===== config.mk =====
export PLATFORM = sky130hd
export DESIGN_NAME = alu_issue_flat
export DESIGN_NICKNAME = d
export VERILOG_FILES = /design/src/rtl/alu_issue_if.sv /design/src/rtl/alu_issue.sv /design/src/flat_wrapper.sv
export SDC_FILE = /design/constraint.sdc
export NUM_CORES = 1
export LEC_CHECK = 0
export BUFFER_PORTS_ARGS = -buffer_cell sky130_fd_sc_hd__buf_4
export CORE_UTILIZATION = 58
export CTS_CLUSTER_SIZE = 10
export DETAILED_ROUTE_END_ITERATION = 10
export PLACE_DENSITY = 0.79
export SLEW_MARGIN = 20
export SYNTH_ARGS = -nofsm -noshare
export SYNTH_HDL_FRONTEND = slang
export SYNTH_SLANG_ARGS = --single-unit

===== constraint.sdc =====
create_clock -name clk -period 3.8 [get_ports clk]
set_input_delay 0.57 -clock clk [delete_from_list [all_inputs] [get_ports clk]]
set_output_delay 0.57 -clock clk [all_outputs]
set_load 0.05 [all_outputs]

===== src/rtl/alu_issue_if.sv =====
// Handshake and issue-field bundle for alu_issue.
// The master modport belongs to the op source, which also observes the issued fields.
interface alu_issue_if;
  logic        in_valid;
  logic [23:0] in_op;
  logic        in_ready;
  logic        iss_valid;
  logic [3:0]  rs1;
  logic [3:0]  rs2;
  logic [3:0]  rd;
  logic [3:0]  func;
  logic [7:0]  addr;
  logic        err_illegal;
  logic [15:0] issue_cnt;
  logic [15:0] stall_cnt;

  modport master (
    output in_valid, in_op,
    input  in_ready, iss_valid, rs1, rs2, rd, func, addr, err_illegal, issue_cnt, stall_cnt
  );

  modport slave (
    input  in_valid, in_op,
    output in_ready, iss_valid, rs1, rs2, rd, func, addr, err_illegal, issue_cnt, stall_cnt
  );
endinterface


===== src/rtl/alu_issue.sv =====
// Issue stage: op FIFO, RAW scoreboard interlock, and illegal-func drop in front of the
// register/ALU/memory pipeline.
module alu_issue #(
  parameter int unsigned DEPTH  = 4,
  parameter int unsigned WB_LAT = 3
) (
  input  logic       clk,
  input  logic       rst_n,
  alu_issue_if.slave bus
);
  localparam int unsigned PtrW = (DEPTH > 1) ? $clog2(DEPTH) : 1;
  localparam int unsigned CntW = PtrW + 1;
  localparam int unsigned SbN  = WB_LAT - 1;

  logic [23:0]     mem_q [DEPTH];
  logic [23:0]     mem_d [DEPTH];
  logic [PtrW-1:0] wr_ptr_q, wr_ptr_d;
  logic [PtrW-1:0] rd_ptr_q, rd_ptr_d;
  logic [CntW-1:0] count_q, count_d;
  logic [SbN-1:0]  sb_v_q, sb_v_d;
  logic [3:0]      sb_rd_q [SbN];
  logic [3:0]      sb_rd_d [SbN];

  logic        iss_valid_q, iss_valid_d;
  logic        err_illegal_q, err_illegal_d;
  logic [3:0]  rs1_q, rs1_d, rs2_q, rs2_d, rd_q, rd_d, func_q, func_d;
  logic [7:0]  addr_q, addr_d;
  logic [15:0] issue_cnt_q, issue_cnt_d;
  logic [15:0] stall_cnt_q, stall_cnt_d;

  logic [23:0] head;
  logic [3:0]  h_func, h_rd, h_rs1, h_rs2;
  logic [7:0]  h_addr;
  logic        in_ready;
  logic        empty, illegal, sb_match, hazard, issue, pop, push;

  assign head = mem_q[rd_ptr_q];
  assign {h_func, h_rd, h_rs1, h_rs2, h_addr} = head;

  // in_ready looks only at the registered count, so a full FIFO stays closed during a pop.
  assign in_ready = (count_q < CntW'(DEPTH));
  assign empty    = (count_q == '0);
  assign illegal  = !empty && (h_func >= 4'd12);
  assign push     = bus.in_valid && in_ready;

  always_comb begin
    sb_match = 1'b0;
    for (int i = 0; i < int'(SbN); i++) begin
      if (sb_v_q[i] && ((sb_rd_q[i] == h_rs1) || (sb_rd_q[i] == h_rs2))) begin
        sb_match = 1'b1;
      end
    end
  end

  assign hazard = !empty && !illegal && sb_match;
  assign issue  = !empty && !illegal && !sb_match;
  assign pop    = illegal || issue;

  always_comb begin
    mem_d = mem_q;
    if (push) begin
      mem_d[wr_ptr_q] = bus.in_op;
    end
    wr_ptr_d = push ? wr_ptr_q + PtrW'(1) : wr_ptr_q;
    rd_ptr_d = pop ? rd_ptr_q + PtrW'(1) : rd_ptr_q;
    count_d  = count_q;
    if (push && !pop) begin
      count_d = count_q + CntW'(1);
    end else if (!push && pop) begin
      count_d = count_q - CntW'(1);
    end

    sb_v_d[0]  = issue;
    sb_rd_d[0] = h_rd;
    for (int i = 1; i < int'(SbN); i++) begin
      sb_v_d[i]  = sb_v_q[i-1];
      sb_rd_d[i] = sb_rd_q[i-1];
    end

    iss_valid_d   = issue;
    err_illegal_d = illegal;
    rs1_d         = rs1_q;
    rs2_d         = rs2_q;
    rd_d          = rd_q;
    func_d        = func_q;
    addr_d        = addr_q;
    issue_cnt_d   = issue_cnt_q;
    stall_cnt_d   = stall_cnt_q;
    if (issue) begin
      rs1_d       = h_rs1;
      rs2_d       = h_rs2;
      rd_d        = h_rd;
      func_d      = h_func;
      addr_d      = h_addr;
      issue_cnt_d = issue_cnt_q + 16'd1;
    end
    if (hazard) begin
      stall_cnt_d = stall_cnt_q + 16'd1;
    end
  end

  always_ff @(posedge clk or negedge rst_n) begin
    if (!rst_n) begin
      for (int i = 0; i < int'(DEPTH); i++) begin
        mem_q[i] <= '0;
      end
      for (int i = 0; i < int'(SbN); i++) begin
        sb_rd_q[i] <= '0;
      end
      wr_ptr_q      <= '0;
      rd_ptr_q      <= '0;
      count_q       <= '0;
      sb_v_q        <= '0;
      iss_valid_q   <= 1'b0;
      err_illegal_q <= 1'b0;
      rs1_q         <= '0;
      rs2_q         <= '0;
      rd_q          <= '0;
      func_q        <= '0;
      addr_q        <= '0;
      issue_cnt_q   <= '0;
      stall_cnt_q   <= '0;
    end else begin
      mem_q         <= mem_d;
      sb_rd_q       <= sb_rd_d;
      wr_ptr_q      <= wr_ptr_d;
      rd_ptr_q      <= rd_ptr_d;
      count_q       <= count_d;
      sb_v_q        <= sb_v_d;
      iss_valid_q   <= iss_valid_d;
      err_illegal_q <= err_illegal_d;
      rs1_q         <= rs1_d;
      rs2_q         <= rs2_d;
      rd_q          <= rd_d;
      func_q        <= func_d;
      addr_q        <= addr_d;
      issue_cnt_q   <= issue_cnt_d;
      stall_cnt_q   <= stall_cnt_d;
    end
  end

  assign bus.in_ready    = in_ready;
  assign bus.iss_valid   = iss_valid_q;
  assign bus.err_illegal = err_illegal_q;
  assign bus.rs1         = rs1_q;
  assign bus.rs2         = rs2_q;
  assign bus.rd          = rd_q;
  assign bus.func        = func_q;
  assign bus.addr        = addr_q;
  assign bus.issue_cnt   = issue_cnt_q;
  assign bus.stall_cnt   = stall_cnt_q;
endmodule

===== src/flat_wrapper.sv =====
// flat-port wrapper written by rule: the top's interface ports become plain ports
module alu_issue_flat 
#(
  parameter int unsigned DEPTH  = 4,
  parameter int unsigned WB_LAT = 3
)
  (clk, rst_n, bus_in_valid, bus_in_op, bus_in_ready, bus_iss_valid, bus_rs1, bus_rs2, bus_rd, bus_func, bus_addr, bus_err_illegal, bus_issue_cnt, bus_stall_cnt);
  alu_issue_if bus_i ();
  input  logic clk;
  input  logic rst_n;
  input wire logic [$bits(bus_i.in_valid)-1:0] bus_in_valid;
  input wire logic [$bits(bus_i.in_op)-1:0] bus_in_op;
  output wire logic [$bits(bus_i.in_ready)-1:0] bus_in_ready;
  output wire logic [$bits(bus_i.iss_valid)-1:0] bus_iss_valid;
  output wire logic [$bits(bus_i.rs1)-1:0] bus_rs1;
  output wire logic [$bits(bus_i.rs2)-1:0] bus_rs2;
  output wire logic [$bits(bus_i.rd)-1:0] bus_rd;
  output wire logic [$bits(bus_i.func)-1:0] bus_func;
  output wire logic [$bits(bus_i.addr)-1:0] bus_addr;
  output wire logic [$bits(bus_i.err_illegal)-1:0] bus_err_illegal;
  output wire logic [$bits(bus_i.issue_cnt)-1:0] bus_issue_cnt;
  output wire logic [$bits(bus_i.stall_cnt)-1:0] bus_stall_cnt;
  assign bus_i.in_valid = bus_in_valid;
  assign bus_i.in_op = bus_in_op;
  assign bus_in_ready = bus_i.in_ready;
  assign bus_iss_valid = bus_i.iss_valid;
  assign bus_rs1 = bus_i.rs1;
  assign bus_rs2 = bus_i.rs2;
  assign bus_rd = bus_i.rd;
  assign bus_func = bus_i.func;
  assign bus_addr = bus_i.addr;
  assign bus_err_illegal = bus_i.err_illegal;
  assign bus_issue_cnt = bus_i.issue_cnt;
  assign bus_stall_cnt = bus_i.stall_cnt;
  alu_issue #(.DEPTH(DEPTH), .WB_LAT(WB_LAT)) u_core (.clk(clk), .rst_n(rst_n), .bus(bus_i));
endmodule

==> results of run 1 <==
## layer usage
layer	up-vias	GRT usage
met5	-	0
met1	2370	0.311
li1	2068	-
met3	25	0.0522
met2	115	0.407
met4	0	0.104
## flip-flops by register name, indices dropped and copies added, names as in the netlist
signal,flops
u_core.bus.func,4
u_core.sb_rd_d,4
u_core.rd_ptr_q,2
u_core.mem_q,96
u_core.bus.stall_cnt,16
u_core.wr_ptr_q,2
u_core.bus.rs2,4
u_core.sb_v_q,2
u_core.bus.issue_cnt,16
u_core.bus.err_illegal,1
u_core.bus.rs1,4
u_core.count_q,3
u_core.bus.rd,4
u_core.bus.addr,8
u_core.sb_rd_q,4
## synth_stat cells
master and instances:
inv_1 7, nand2_2 1, mux4_2 17, nor2_1 7
o21ai_0 2, clkbuf_1 7, or3_4 1, nor3_4 1
mux4_1 7, a21boi_2 2, buf_1 4, nor3_1 9
nand2_1 93, ha_1 7, nor3b_1 1, nand2_4 1
nand3_1 10, xnor2_1 33, nor2b_1 1, fa_1 1
nor4_1 3, and3_1 3, buf_4 2, dfrtp_1 170
nand4_1 12, nor2_2 1, inv_4 1, buf_2 4
and2_1 3, buf_8 1, buf_6 4, nor3_2 4
xor2_1 19, or3_2 1, o211ai_1 1, mux2_2 98
## cells in the final DEF (no fill, tap or decap), drive strengths merged, types with 3 or more instances in the layout
cell,n
nor3,14
nand4,12
mux4,24
mux2,98
nand3,10
xor2,19
and3,3
buf,95
and2,3
bufinv,3
nor2,8
nand2,95
clkbuf,23
inv,8
ha,7
xnor2,33
nor4,3
dfrtp,170
## final cells by class
cell class | instances | area (um2) | area share
multi-input cells | 339 | 2990 | 0.339
clock buffers | 23 | 488 | 0.0553
clock inverters | 7 | 115 | 0.0130
well taps | 168 | 210 | 0.0238
repair buffers | 95 | 729 | 0.0827
inverters | 8 | 32.5 | 0.00369
flip-flops and latches | 170 | 4250 | 0.482
## worst min-delay path by stage
| stage | cells past startpoint | start | endpoint |
|---|---|---|---|
| floorplan | 0 | rst_n | u_core.bus.addr[0]$_DFFE_PN0P_ |
| global placement | 0 | u_core.sb_v_q[0]$_DFF_PN0_ | u_core.sb_v_q[1]$_DFF_PN0_ |
| detailed placement | 0 | u_core.sb_v_q[0]$_DFF_PN0_ | u_core.sb_v_q[1]$_DFF_PN0_ |
| CTS | 1 | rst_n | u_core.bus.issue_cnt[11]$_DFFE_PN0P_ |
| global route | 1 | rst_n | u_core.bus.issue_cnt[13]$_DFFE_PN0P_ |
| finish | 1 | rst_n | u_core.bus.issue_cnt[11]$_DFFE_PN0P_ |
## logic make-up after synthesis
group | after synthesis | share of synthesized area
buffers and inverters | 30 | 0.0228
AOI/OAI and AO/OA | 5 | 0.00540
muxes | 122 | 0.225
xor gates and xnor gates | 52 | 0.0615
DFF | 170 | 0.574
and+or+nand+nor | 152 | 0.0964
adders and majority gates | 8 | 0.0145
## stage by stage
stage / hold slack, ns / area [um2] / cells
after floorplan: 0.274 / 7410 / 539
after global placement: 0.414 / 8210 / 780
after detailed placement: 0.411 / 8210 / 780
after CTS: 0.291 / 8820 / 810
after global routing: 0.331 / 8820 / 810
final: 0.228 / 8820 / 810
==> out/qor.txt, run 1 <==
Place WS -> 0.0533 ns
initial DRC count -> 249
cts bufs inserted -> 17
Pre-antenna DRT Iters -> 4
Site Rows -> 40
CTS tree -> yes
die height -> 115 um
final core utilization -> 0.722
clock sinks -> 170
Syn Nets -> 574
Clock Skew -> 0.00863 ns
FF-to-FF Start -> u_core.rd_ptr_q[0]$_DFFE_PN0P_
top cells by area, synth -> dfrtp_1 57%, mux2_2 15%, mux4_2 5.2%, nand2_1 4.7%, xnor2_1 3.9%
highest routed metal layer -> met4
Total GRT Usage -> 0.244
Hold Violations, Final -> 0
first-pass GRT wire length -> 23,800 um
clk buf depth -> 2
initial antenna violation count -> 0
Resized Gates After CTS -> 0
worst endpoint required time -> 4.12 ns
Mapped Area -> 7410 um2
routability cong. -> 0.784
routed vias -> 4,578
fin worst setup slack -> 0.274 ns
final net count -> 666
post-DP HPWL -> 9610 um
Worst Tran Pin Value -> 0.934 ns
I/O Pins -> 86
maximum clock rate -> 0.284 GHz
Antenna diodes -> 0
total wire length -> 14,600 um
crit path cell chain -> buf_4, mux4_2, xnor2_1, nand4_1, a21boi_2, nor2_4, o21ai_0, ha_1, inv_1, fa_1, xor2_1, nor2_1, xnor2_1
remaining antenna violation count after routing -> 0
setup TNS -> 0 ns
Core Region -> 12,200 um2
pin count of the biggest net entering global routing -> 102
M1 WL -> 6140 um
Yosys reg bits -> 170
cell count after synthesis -> 539
clk_lat worst skew -> 0.43 ns
crit path from -> u_core.rd_ptr_q[0]$_DFFE_PN0P_
hold_buf cts -> 0
clk root buf -> clkbuf_16
relative slew slack -> 0.377
Crit path depth -> 13
global route overflow -> 0
Syn. warnings -> 0
Tmin final -> 3.53 ns
Synth top area share -> 0.574
R2R cell count -> 13
CP most frequent cell -> xnor2_1
Setup crit end kind -> flop
flop2flop setup slack -> 0.27 ns
max-slew violation count -> 0
Tcrit/Tclk final -> 0.928
metal3 WL -> 786 um
Avg Inst Size Synth -> 13.7 um2
post-route DRC violation count -> 0
critical path type -> reg -> reg
chip width -> 115 um
Vias per Instance -> 5.65
CP Data Arrival Time -> 3.84 ns
Seq/Total Area, Yosys -> 0.574
Buf+Inv Stages, Crit Path -> 2
area added between synthesis and finish -> 19.0%
Worst R2R End -> u_core.count_q[2]$_DFFE_PN0P_
Critical Path Fanout Max -> 17
post-CTS setup buffers -> 0
die area -> 13,200 um2
worst hold path type -> in -> async
area leader, netlist -> dfrtp_1
port bufs -> 85
worst setup path end -> u_core.count_q[2]$_DFFE_PN0P_
Crit path largest cell delay -> 0.56 ns
clock transition at the registers of the reported paths -> 0.06 ns
Final setup viols -> 0
WL met2 -> 7470 um
max-cap violations -> 0
startpoint types -> flop
cell family with most CP delay -> adder cells
vias in the first global route -> 4,642
count of cell types in the netlist -> 36
share of layout cells above drive strength 1 -> 0.391
Fill cells -> 862
Avg WL per Cell -> 18.1 um
initial cell density of the core -> 0.607
critical path's slowest cell -> mux4_2
H-tree levels -> 4
run status -> finished, final reports clean
Power of run 1 is not shown: default switching activity piles up to over one toggle a cycle in this logic, so the estimate is an artifact.
==> run 2, diff against run 1 <==
--- a/config.mk
+++ b/config.mk
@@ -7,6 +7,7 @@
 export LEC_CHECK = 0
 export BUFFER_PORTS_ARGS = -buffer_cell sky130_fd_sc_hd__buf_4
 export CORE_UTILIZATION = 58
+export CTS_BUF_LIST = sky130_fd_sc_hd__clkbuf_8 sky130_fd_sc_hd__clkbuf_16
 export CTS_CLUSTER_SIZE = 10
 export DETAILED_ROUTE_END_ITERATION = 10
 export PLACE_DENSITY = 0.79
==> run 2 against run 1 <==
Effect of this change:
- critical path type unchanged
- sequential cell count stayed put
- first-iteration DRC count is 0.80% higher
- global-route usage stayed put
- critical path depth stayed put
- critical endpoint unchanged
- largest cell class unchanged
- core utilization stayed put
- worst setup slack better by 0.0011 ns
- register-to-register slack hardly changed
- via count is 0.13% lower
- highest routed layer unchanged
- non-clock buffer count stayed put
- routed wire length is 0.53% lower
- hold slack better by 0.0046 ns
- sequential share of layout area stayed put
==> out/qor.txt, run 2 (synthesis results as in run 1) <==
clock sinks -> 170
CP most frequent cell -> xnor2_1
placed instance area -> 8210 um2
clk root buf -> clkbuf_16
pin count of the biggest net entering global routing -> 102
final instance area -> 8820 um2
highest routed metal layer -> met4
Tmin final -> 3.53 ns
sequential cell area -> 4250 um2
initial DRC count -> 251
crit path from -> u_core.rd_ptr_q[0]$_DFFE_PN0P_
Hold Violations, Final -> 0
M1 WL -> 6080 um
Core Region -> 12,200 um2
chip width -> 115 um
area added between synthesis and finish -> 19.0%
port bufs -> 85
critical path type -> reg -> reg
Worst R2R End -> u_core.count_q[2]$_DFFE_PN0P_
Multi-input gate area -> 2990 um2
final hold slack -> 0.233 ns
crit path cell chain -> buf_4, mux4_2, xnor2_1, nand4_1, a21boi_2, nor2_4, o21ai_0, ha_1, inv_1, fa_1, xor2_1, nor2_1, xnor2_1
clock transition at the registers of the reported paths -> 0.06 ns
final core utilization -> 0.722
Fill cells -> 862
post-route DRC violation count -> 0
share of layout cells above drive strength 1 -> 0.391
R2R cell count -> 13
worst endpoint required time -> 4.11 ns
vias in the first global route -> 4,642
cts bufs inserted -> 17
Crit path largest cell delay -> 0.56 ns
Final setup viols -> 0
final net count -> 666
Total GRT Usage -> 0.244
initial antenna violation count -> 0
Avg WL per Cell -> 18.0 um
Worst Tran Pin Value -> 0.924 ns
I/O Pins -> 86
cell family with most CP delay -> adder cells
routed vias -> 4,572
setup TNS -> 0 ns
maximum clock rate -> 0.284 GHz
H-tree levels -> 4
WL met2 -> 7430 um
post-DP HPWL -> 9610 um
global route overflow -> 0
remaining antenna violation count after routing -> 0
critical path's slowest cell -> mux4_2
relative slew slack -> 0.384
max reg flops -> 96
worst hold path type -> in -> async
Critical Path Fanout Max -> 17
routability cong. -> 0.784
post-CTS setup buffers -> 0
clk_lat worst skew -> 0.43 ns
max-slew violation count -> 0
flop2flop setup slack -> 0.27 ns
Vias per Instance -> 5.64
max-cap violations -> 0
die height -> 115 um
Biggest register -> u_core.mem_q
Setup crit end kind -> flop
startpoint types -> flop
Buf+Inv Stages, Crit Path -> 2
Pre-antenna DRT Iters -> 4
metal3 WL -> 793 um
initial cell density of the core -> 0.607
Crit path depth -> 13
run status -> finished, final reports clean
first-pass GRT wire length -> 23,800 um
most frequent cells in the layout -> 170 x dfrtp_1, 98 x mux2_2, 93 x nand2_1, 93 x buf_4, 33 x xnor2_1
total wire length -> 14,600 um
CTS tree -> yes
Tcrit/Tclk final -> 0.928
Clock Skew -> 0.00730 ns
hold_buf cts -> 0
die area -> 13,200 um2
Antenna diodes -> 0
FF-to-FF Start -> u_core.rd_ptr_q[0]$_DFFE_PN0P_
Resized Gates After CTS -> 0
most common cell after layout, fill and taps aside -> dfrtp_1
clk buf depth -> 2
Site Rows -> 40
CP Data Arrival Time -> 3.84 ns
-- run 2: final cells by class --
class	instances	share of cell area
sequential	170	0.482
multi-input combinational	339	0.339
timing repair buffer	95	0.0827
inverter	8	0.00369
clock inverter	9	0.0139
tap	168	0.0238
clock buffer	21	0.0545
-- run 2: routing by layer --
layer  GRT usage  vias to the layer above
li1            -                     2069
met1       0.311                     2358
met2       0.407                      121
met3      0.0522                       24
met4       0.104                        0
met5           0                        -
-- run 2: per-stage QoR --
step	instances	worst slack, ns
after global placement	780	0.262
after CTS	810	0.0463
after floorplan	539	0.845
final	810	0.275
after detailed placement	780	0.0533
after global routing	810	-0.00270
-- run 2: worst max path at each step --
stage                                          endpoint  slack [ns]
after CTS                 u_core.count_q[1]$_DFFE_PN0P_        0.05
after global routing      u_core.count_q[2]$_DFFE_PN0P_      -0.003
after detailed placement  u_core.count_q[1]$_DFFE_PN0P_        0.05
after floorplan           u_core.count_q[2]$_DFFE_PN0P_        0.85
after global placement    u_core.count_q[1]$_DFFE_PN0P_        0.26
final                     u_core.count_q[2]$_DFFE_PN0P_        0.27
-- run 2: worst reg2reg max path, stage by stage (launching register included) --
cell      delay [ns]
dfrtp_1         0.55
buf_4           0.22
mux4_2          0.56
xnor2_1         0.17
nand4_1         0.15
a21boi_2        0.22
nor2_4          0.13
o21ai_0         0.33
ha_1            0.25
inv_1           0.06
fa_1            0.38
xor2_1          0.19
nor2_1          0.07
xnor2_1         0.13
Power of run 2 is left out for the same reason.
